### config.mk
export PLATFORM = sky130hd
export DESIGN_NAME = lfsr_gen_flat
export DESIGN_NICKNAME = d
export VERILOG_FILES = /design/src/rtl/lfsr_gen_pkg.sv /design/src/rtl/lfsr_gen_if.sv /design/src/rtl/lfsr_gen_stepper.sv /design/src/rtl/lfsr_gen.sv /design/src/flat_wrapper.sv
export SDC_FILE = /design/constraint.sdc
export NUM_CORES = 1
export LEC_CHECK = 0
export ABC_AREA = 0
export BUFFER_PORTS_ARGS = -buffer_cell sky130_fd_sc_hd__buf_2
export CAP_MARGIN = 20
export CORE_ASPECT_RATIO = 1.1
export CORE_MARGIN = 3
export CORE_UTILIZATION = 56
export CTS_CLUSTER_DIAMETER = 80
export CTS_CLUSTER_SIZE = 28
export DETAILED_ROUTE_END_ITERATION = 7
export PLACE_DENSITY = 0.86
export SLEW_MARGIN = 20
export SYNTH_ARGS = -nofsm -noshare
export SYNTH_HDL_FRONTEND = slang
export SYNTH_SLANG_ARGS = --single-unit
### constraint.sdc
create_clock -name clk -period 6.6 [get_ports clk]
set_input_delay 1.32 -clock clk [delete_from_list [all_inputs] [get_ports clk]]
set_output_delay 1.32 -clock clk [all_outputs]
set_load 0.02 [all_outputs]
### src/rtl/lfsr_gen_pkg.sv
// Shared types, maximal-length tap constants and the single-step LFSR function
// used by every LFSR in the pattern/key generation path.
package lfsr_pkg;

    typedef enum logic {FIBONACCI = 1'b0, GALOIS = 1'b1} lfsr_mode_e;
    typedef enum logic {IDLE = 1'b0, SKIP = 1'b1} skip_state_e;

    localparam logic [7:0]  TAPS8  = 8'hB8;
    localparam logic [15:0] TAPS16 = 16'hB400;
    localparam logic [31:0] TAPS32 = 32'h8020_0003;
    localparam logic [63:0] TAPS64 = 64'hD800_0000_0000_0000;

    // Operates on a 64-bit carrier; bits at and above 'width' are forced to zero.
    function automatic logic [63:0] lfsr_step1(input logic [63:0] state,
                                               input logic [63:0] taps,
                                               input lfsr_mode_e  mode,
                                               input int unsigned width);
        logic [63:0] mask;
        logic [63:0] poly;
        logic [63:0] next;
        logic        fb;
        mask = (width >= 64) ? {64{1'b1}} : ((64'd1 << width) - 64'd1);
        poly = ((taps << 1) | 64'd1) & mask;
        fb   = ^(state & taps & mask);
        if (mode == FIBONACCI) begin
            next = ((state << 1) | {63'd0, fb}) & mask;
        end else begin
            next = ((state << 1) & mask) ^ (state[width-1] ? poly : 64'd0);
        end
        return next;
    endfunction

endpackage

### src/rtl/lfsr_gen_if.sv
// Control/status bundle between a seed source (master) and the LFSR generator (slave).
interface lfsr_gen_if #(
    parameter int WIDTH = 64,
    parameter int CNT_W = 32
);
    logic             load;
    logic [WIDTH-1:0] seed;
    logic             en;
    logic             skip_start;
    logic [CNT_W-1:0] skip_count;
    logic             busy;
    logic             skip_done;
    logic             lockup;
    logic [WIDTH-1:0] shift_seed;
    logic             bit_out;

    modport master (
        output load, seed, en, skip_start, skip_count,
        input  busy, skip_done, lockup, shift_seed, bit_out
    );

    modport slave (
        input  load, seed, en, skip_start, skip_count,
        output busy, skip_done, lockup, shift_seed, bit_out
    );
endinterface

### src/rtl/lfsr_gen_stepper.sv
// Combinational chain of STEPS single LFSR steps; n_i selects how many are applied.
module lfsr_stepper
    import lfsr_pkg::*;
#(
    parameter int          WIDTH = 64,
    parameter logic [63:0] TAPS  = TAPS64,
    parameter lfsr_mode_e  MODE  = FIBONACCI,
    parameter int          STEPS = 1,
    parameter int          NW    = $clog2(STEPS + 1)
)(
    input  logic [WIDTH-1:0] state_i,
    input  logic [NW-1:0]    n_i,
    output logic [WIDTH-1:0] state_o
);

    logic [WIDTH-1:0] chain;

    // n_i == 0 (or out of range) passes the state through untouched.
    always_comb begin
        chain   = state_i;
        state_o = state_i;
        for (int k = 1; k <= STEPS; k++) begin
            chain = WIDTH'(lfsr_step1(64'(chain), TAPS, MODE, WIDTH));
            if (n_i == NW'(k)) state_o = chain;
        end
    end

endmodule

### src/rtl/lfsr_gen.sv
// Parametrised LFSR with multi-step advance, skip-ahead engine and zero-seed filtering.
module lfsr_gen #(
    parameter int               WIDTH        = 64,
    parameter logic [63:0]      TAPS         = 64'hD800_0000_0000_0000,
    parameter int               GALOIS       = 0,
    parameter int               STEPS        = 1,
    parameter logic [WIDTH-1:0] SEED_DEFAULT = WIDTH'(1),
    parameter int               CNT_W        = 32
)(
    input logic       clk,
    input logic       reset,
    lfsr_gen_if.slave bus
);
    import lfsr_pkg::*;

    localparam lfsr_mode_e MODE   = (GALOIS != 0) ? lfsr_pkg::GALOIS : lfsr_pkg::FIBONACCI;
    localparam int         NW     = $clog2(STEPS + 1);
    localparam logic [0:0] S_IDLE = IDLE;
    localparam logic [0:0] S_SKIP = SKIP;

    logic [WIDTH-1:0] shiftSeed_q, shiftSeed_d;
    logic [CNT_W-1:0] remaining_q, remaining_d;
    logic [0:0]       fsm_q, fsm_d;
    logic             skipDone_q, skipDone_d;
    logic             lockup_q, lockup_d;
    logic [NW-1:0]    nSteps;
    logic [WIDTH-1:0] advanced;

    lfsr_stepper #(
        .WIDTH (WIDTH),
        .TAPS  (TAPS),
        .MODE  (MODE),
        .STEPS (STEPS),
        .NW    (NW)
    ) u_stepper (
        .state_i (shiftSeed_q),
        .n_i     (nSteps),
        .state_o (advanced)
    );

    always_comb begin
        shiftSeed_d = shiftSeed_q;
        remaining_d = remaining_q;
        fsm_d       = fsm_q;
        skipDone_d  = 1'b0;
        lockup_d    = lockup_q;
        nSteps      = '0;
        if (bus.load) begin
            // A zero seed would lock the register up, so it is replaced and flagged.
            shiftSeed_d = (bus.seed == '0) ? SEED_DEFAULT : bus.seed;
            lockup_d    = (bus.seed == '0);
            fsm_d       = S_IDLE;
            remaining_d = '0;
        end else if (fsm_q == S_IDLE) begin
            if (bus.skip_start) begin
                if (bus.skip_count == '0) begin
                    skipDone_d = 1'b1;
                end else begin
                    fsm_d       = S_SKIP;
                    remaining_d = bus.skip_count;
                end
            end else if (bus.en) begin
                nSteps      = NW'(STEPS);
                shiftSeed_d = advanced;
            end
        end else begin
            if (remaining_q <= CNT_W'(STEPS)) begin
                nSteps      = NW'(remaining_q);
                shiftSeed_d = advanced;
                remaining_d = '0;
                fsm_d       = S_IDLE;
                skipDone_d  = 1'b1;
            end else begin
                nSteps      = NW'(STEPS);
                shiftSeed_d = advanced;
                remaining_d = remaining_q - CNT_W'(STEPS);
            end
        end
    end

    always_ff @(posedge clk or negedge reset) begin
        if (!reset) begin
            shiftSeed_q <= SEED_DEFAULT;
            remaining_q <= '0;
            fsm_q       <= S_IDLE;
            skipDone_q  <= 1'b0;
            lockup_q    <= 1'b0;
        end else begin
            shiftSeed_q <= shiftSeed_d;
            remaining_q <= remaining_d;
            fsm_q       <= fsm_d;
            skipDone_q  <= skipDone_d;
            lockup_q    <= lockup_d;
        end
    end

    assign bus.busy       = (fsm_q == S_SKIP);
    assign bus.skip_done  = skipDone_q;
    assign bus.lockup     = lockup_q;
    assign bus.shift_seed = shiftSeed_q;
    assign bus.bit_out    = shiftSeed_q[WIDTH-1];

endmodule
### src/flat_wrapper.sv
// flat-port wrapper written by rule: the top's interface ports become plain ports
module lfsr_gen_flat import lfsr_pkg::*;
#(
    parameter int               WIDTH        = 64,
    parameter logic [63:0]      TAPS         = 64'hD800_0000_0000_0000,
    parameter int               GALOIS       = 0,
    parameter int               STEPS        = 1,
    parameter logic [WIDTH-1:0] SEED_DEFAULT = WIDTH'(1),
    parameter int               CNT_W        = 32
)
  (clk, reset, bus_load, bus_seed, bus_en, bus_skip_start, bus_skip_count, bus_busy, bus_skip_done, bus_lockup, bus_shift_seed, bus_bit_out);
  lfsr_gen_if #(.WIDTH(WIDTH), .CNT_W(CNT_W)) bus_i ();
  input logic clk;
  input logic reset;
  input wire logic [$bits(bus_i.load)-1:0] bus_load;
  input wire logic [$bits(bus_i.seed)-1:0] bus_seed;
  input wire logic [$bits(bus_i.en)-1:0] bus_en;
  input wire logic [$bits(bus_i.skip_start)-1:0] bus_skip_start;
  input wire logic [$bits(bus_i.skip_count)-1:0] bus_skip_count;
  output wire logic [$bits(bus_i.busy)-1:0] bus_busy;
  output wire logic [$bits(bus_i.skip_done)-1:0] bus_skip_done;
  output wire logic [$bits(bus_i.lockup)-1:0] bus_lockup;
  output wire logic [$bits(bus_i.shift_seed)-1:0] bus_shift_seed;
  output wire logic [$bits(bus_i.bit_out)-1:0] bus_bit_out;
  assign bus_i.load = bus_load;
  assign bus_i.seed = bus_seed;
  assign bus_i.en = bus_en;
  assign bus_i.skip_start = bus_skip_start;
  assign bus_i.skip_count = bus_skip_count;
  assign bus_busy = bus_i.busy;
  assign bus_skip_done = bus_i.skip_done;
  assign bus_lockup = bus_i.lockup;
  assign bus_shift_seed = bus_i.shift_seed;
  assign bus_bit_out = bus_i.bit_out;
  lfsr_gen #(.WIDTH(WIDTH), .TAPS(TAPS), .GALOIS(GALOIS), .STEPS(STEPS), .SEED_DEFAULT(SEED_DEFAULT), .CNT_W(CNT_W)) u_core (.clk(clk), .reset(reset), .bus(bus_i));
endmodule
==> results.yml <==
global_routing:
  grt_max_degree: 83
  antenna_found_initial: 0
  grt_util_all_layers_pct: 28.8
  grt_pass1_wl_um: 26100
  grt_pass1_vias: 5299
  grt_remaining_overflow: 0
job:
  cap_violations: 0
die:
  die_area_um2: 11200
  die_w_um: 101
  start_util_pct: 58.6
  num_io_pins: 169
  core.rowCount: 37
  core_um2: 9540
  die_y_um: 111
critical_path:
  arrival_ns: 3.76
  rr_worst_depth: 6
  critPathLaunchType: "primary input"
  cp_max_fo: 12
  cp_data_required_time_ns: 6.87
  path_class: "in -> reg"
  endpoint_kind: "flip-flop"
outcome:
  status: "complete, no violations"
timing:
  worst_slew_pin_slew_ns: 1.16
  rsz0062_at_grt: "false"
  drv_slew: 0
  min_period_ns: 3.49
  tns_ns: 0
  hold_violations: 0
  max_freq_mhz: 287
  finalCritPeriodShare_pct: 52.9
  slew_headroom_pct: 21.9
  fin_skew_ns: 0.00720
  setup_viol: 0
synth:
  syn_nets: 758
  synth_edf_count: 0
  synth_top_flop_cell: "dfrtp_1"
  ys_ff_latch: 99
  synthTopCellsByArea: "dfrtp_1, a21oi_1, nor2b_1, nand2_1, nor4_1"
  yosys.area.top_type_share_pct: 43.9
  synth_area_leader_cell: "dfrtp_1"
  ys_warn_count: 0
  netlist_area_um2: 5590
  synth_cells: 655
  synth.distinct_cells: 51
  async_reset_ff_share_pct: 100
  synth-seq-area-share_pct: 44.3
  synth.avg_cell_area_um2: 8.53
finish:
  layout_commonest_cell: "buf_2"
  fin_cells: 917
  layout_common_cells: "buf_2, a21oi_1, dfrtp_1"
  multi_input_area_um2: 2860
  drive_above_1_share_pct: 25.8
  fin_area_um2: 6650
  diodes: 0
  fillCellCount: 762
  areaGrowthSynthToFinish_pct: 19.0
  nets: 898
  seq_area_um2: 2480
clock_tree:
  clockBufferDepth: 2
  cts_hold_buf: 0
  cts-root-buf: "clkbuf_8"
  clock-sinks: 99
  cts_tree: "built"
  postCtsSetupBuffers: 0
  cts_made_buffers: 9
  path_clk_slew_ns: 0.10
  insertion_delay_ns: 0.38
  ctsResizeCount: 0
  htreeDepth: 3
placed_design:
  io_buffers: 168
  placed_area_um2: 6410
  place_congestion: 0.978
  dp_hpwl_um: 12100
  place_inst: 901
power_and_ir_drop:
  finalPower_mw: 1.66
  leakagePower_nw: 2.97
  ir_drop_uv: 131
  powerDensity_nw_per_um2: 249
min_path:
  whs_path_depth: 2
  min_path_type: "reg -> reg"
routing:
  wl_um: 16500
  dr.first_iter.drc_count: 521
  drc: 0
  viasPerCell: 6.23
  first_pass_iters: 5
  route.vias.total: 5710
  postRouteAntennaNets: 0
  wl_per_cell_um: 18.0
critical path, stage by stage:
cell and delay [ns]:
buf_2 0.11, nor4_1 0.72, nand4_1 0.25, o21ai_1 0.51, a21o_1 0.48, a21oi_1 0.10
a221o_1 0.27
path summary, 6_finish.rpt:
check | end | start | slack (ns)
hold / removal | u_core.remaining_q[8] | u_core.remaining_q[8] | 0.53
hold reg to reg | u_core.remaining_q[8] | u_core.remaining_q[8] | 0.53
setup reg to reg | u_core.remaining_q[31] | u_core.remaining_q[10] | 3.84
max in group asynchronous | u_core.remaining_q[26] | reset | 4.51
min in group asynchronous | u_core.bus.shift_seed[14] | reset | 0.83
setup / recovery | u_core.remaining_q[5] | bus_skip_count[3] | 3.11
state kept, by name (all words and copies together), names as in the netlist:
| register | cells |
|---|---|
| u_core.bus.shift_seed | 64 |
| u_core.remaining_q | 32 |
| u_core.bus.busy | 1 |
| u_core.bus.lockup | 1 |
| u_core.bus.skip_done | 1 |
cells by family after synthesis:
kind of cell,count (synthesis),share of synthesized area (%)
XOR/XNOR,10,1.57
adder cells (fa/ha/maj),2,0.448
buffers and inverters,57,4.61
flip-flops,99,44.3
multiplexers,11,1.97
AND/OR/NAND/NOR,272,26.6
AO/OA/AOI/OAI,204,20.5
cells in the mapped netlist, drive strengths merged, types with 2 or more instances:
| cell | n |
|---|---|
| clkbuf | 31 |
| nor2b | 64 |
| nor4 | 37 |
| xor2 | 4 |
| and3 | 3 |
| o21ai | 16 |
| o41ai | 2 |
| or3 | 12 |
| or2 | 2 |
| o211ai | 2 |
| nand3 | 14 |
| nor2 | 23 |
| nor3 | 17 |
| a32o | 2 |
| buf | 12 |
| and2 | 2 |
| ha | 2 |
| xnor2 | 6 |
| nand4 | 10 |
| or4 | 2 |
| a21o | 4 |
| dfrtp | 98 |
| mux2i | 11 |
| nand2 | 82 |
| a22oi | 8 |
| o22ai | 14 |
| a221o | 3 |
| inv | 14 |
| a21oi | 144 |
| o2bb2ai | 4 |
| nor4b | 2 |
per-layer routing:
metal | GRT usage, % | vias up | part of all wire [%]
li1 | - | 2642 | -
met3 | 5.16 | 60 | 8.5
met5 | 0 | - | 0
met1 | 36.7 | 2705 | 38
met2 | 46.6 | 303 | 49
met4 | 14.4 | 0 | 4.5
per-stage QoR:
stage | utilization, % | hold WS [ns] | setup WS [ns]
final | 69.7 | 0.535 | 3.11
after global routing | 69.7 | 0.553 | 2.94
after CTS | 69.7 | 0.531 | 3.21
after detailed placement | 67.2 | 0.508 | 2.80
after global placement | 67.2 | 0.491 | 2.99
after floorplan | - | 0.471 | 3.77
report_power, final:
part	internal (mW)	switching, mW	leakage (nW)	total [mW]
logic	0.167	0.292	1.66	0.460
clock network	0.236	0.220	0.116	0.456
registers	0.673	0.0694	1.19	0.742
total	1.08	0.582	2.97	1.66
cell type report:
cell class	count	area share, %
clock inverters	5	1.28
flip-flops and latches	99	37.3
clock buffers	11	2.28
multi-input cells	499	43.0
well taps	117	2.20
inverters	14	0.790
repair buffers	172	13.2
Power figures use the tool's default switching activity.
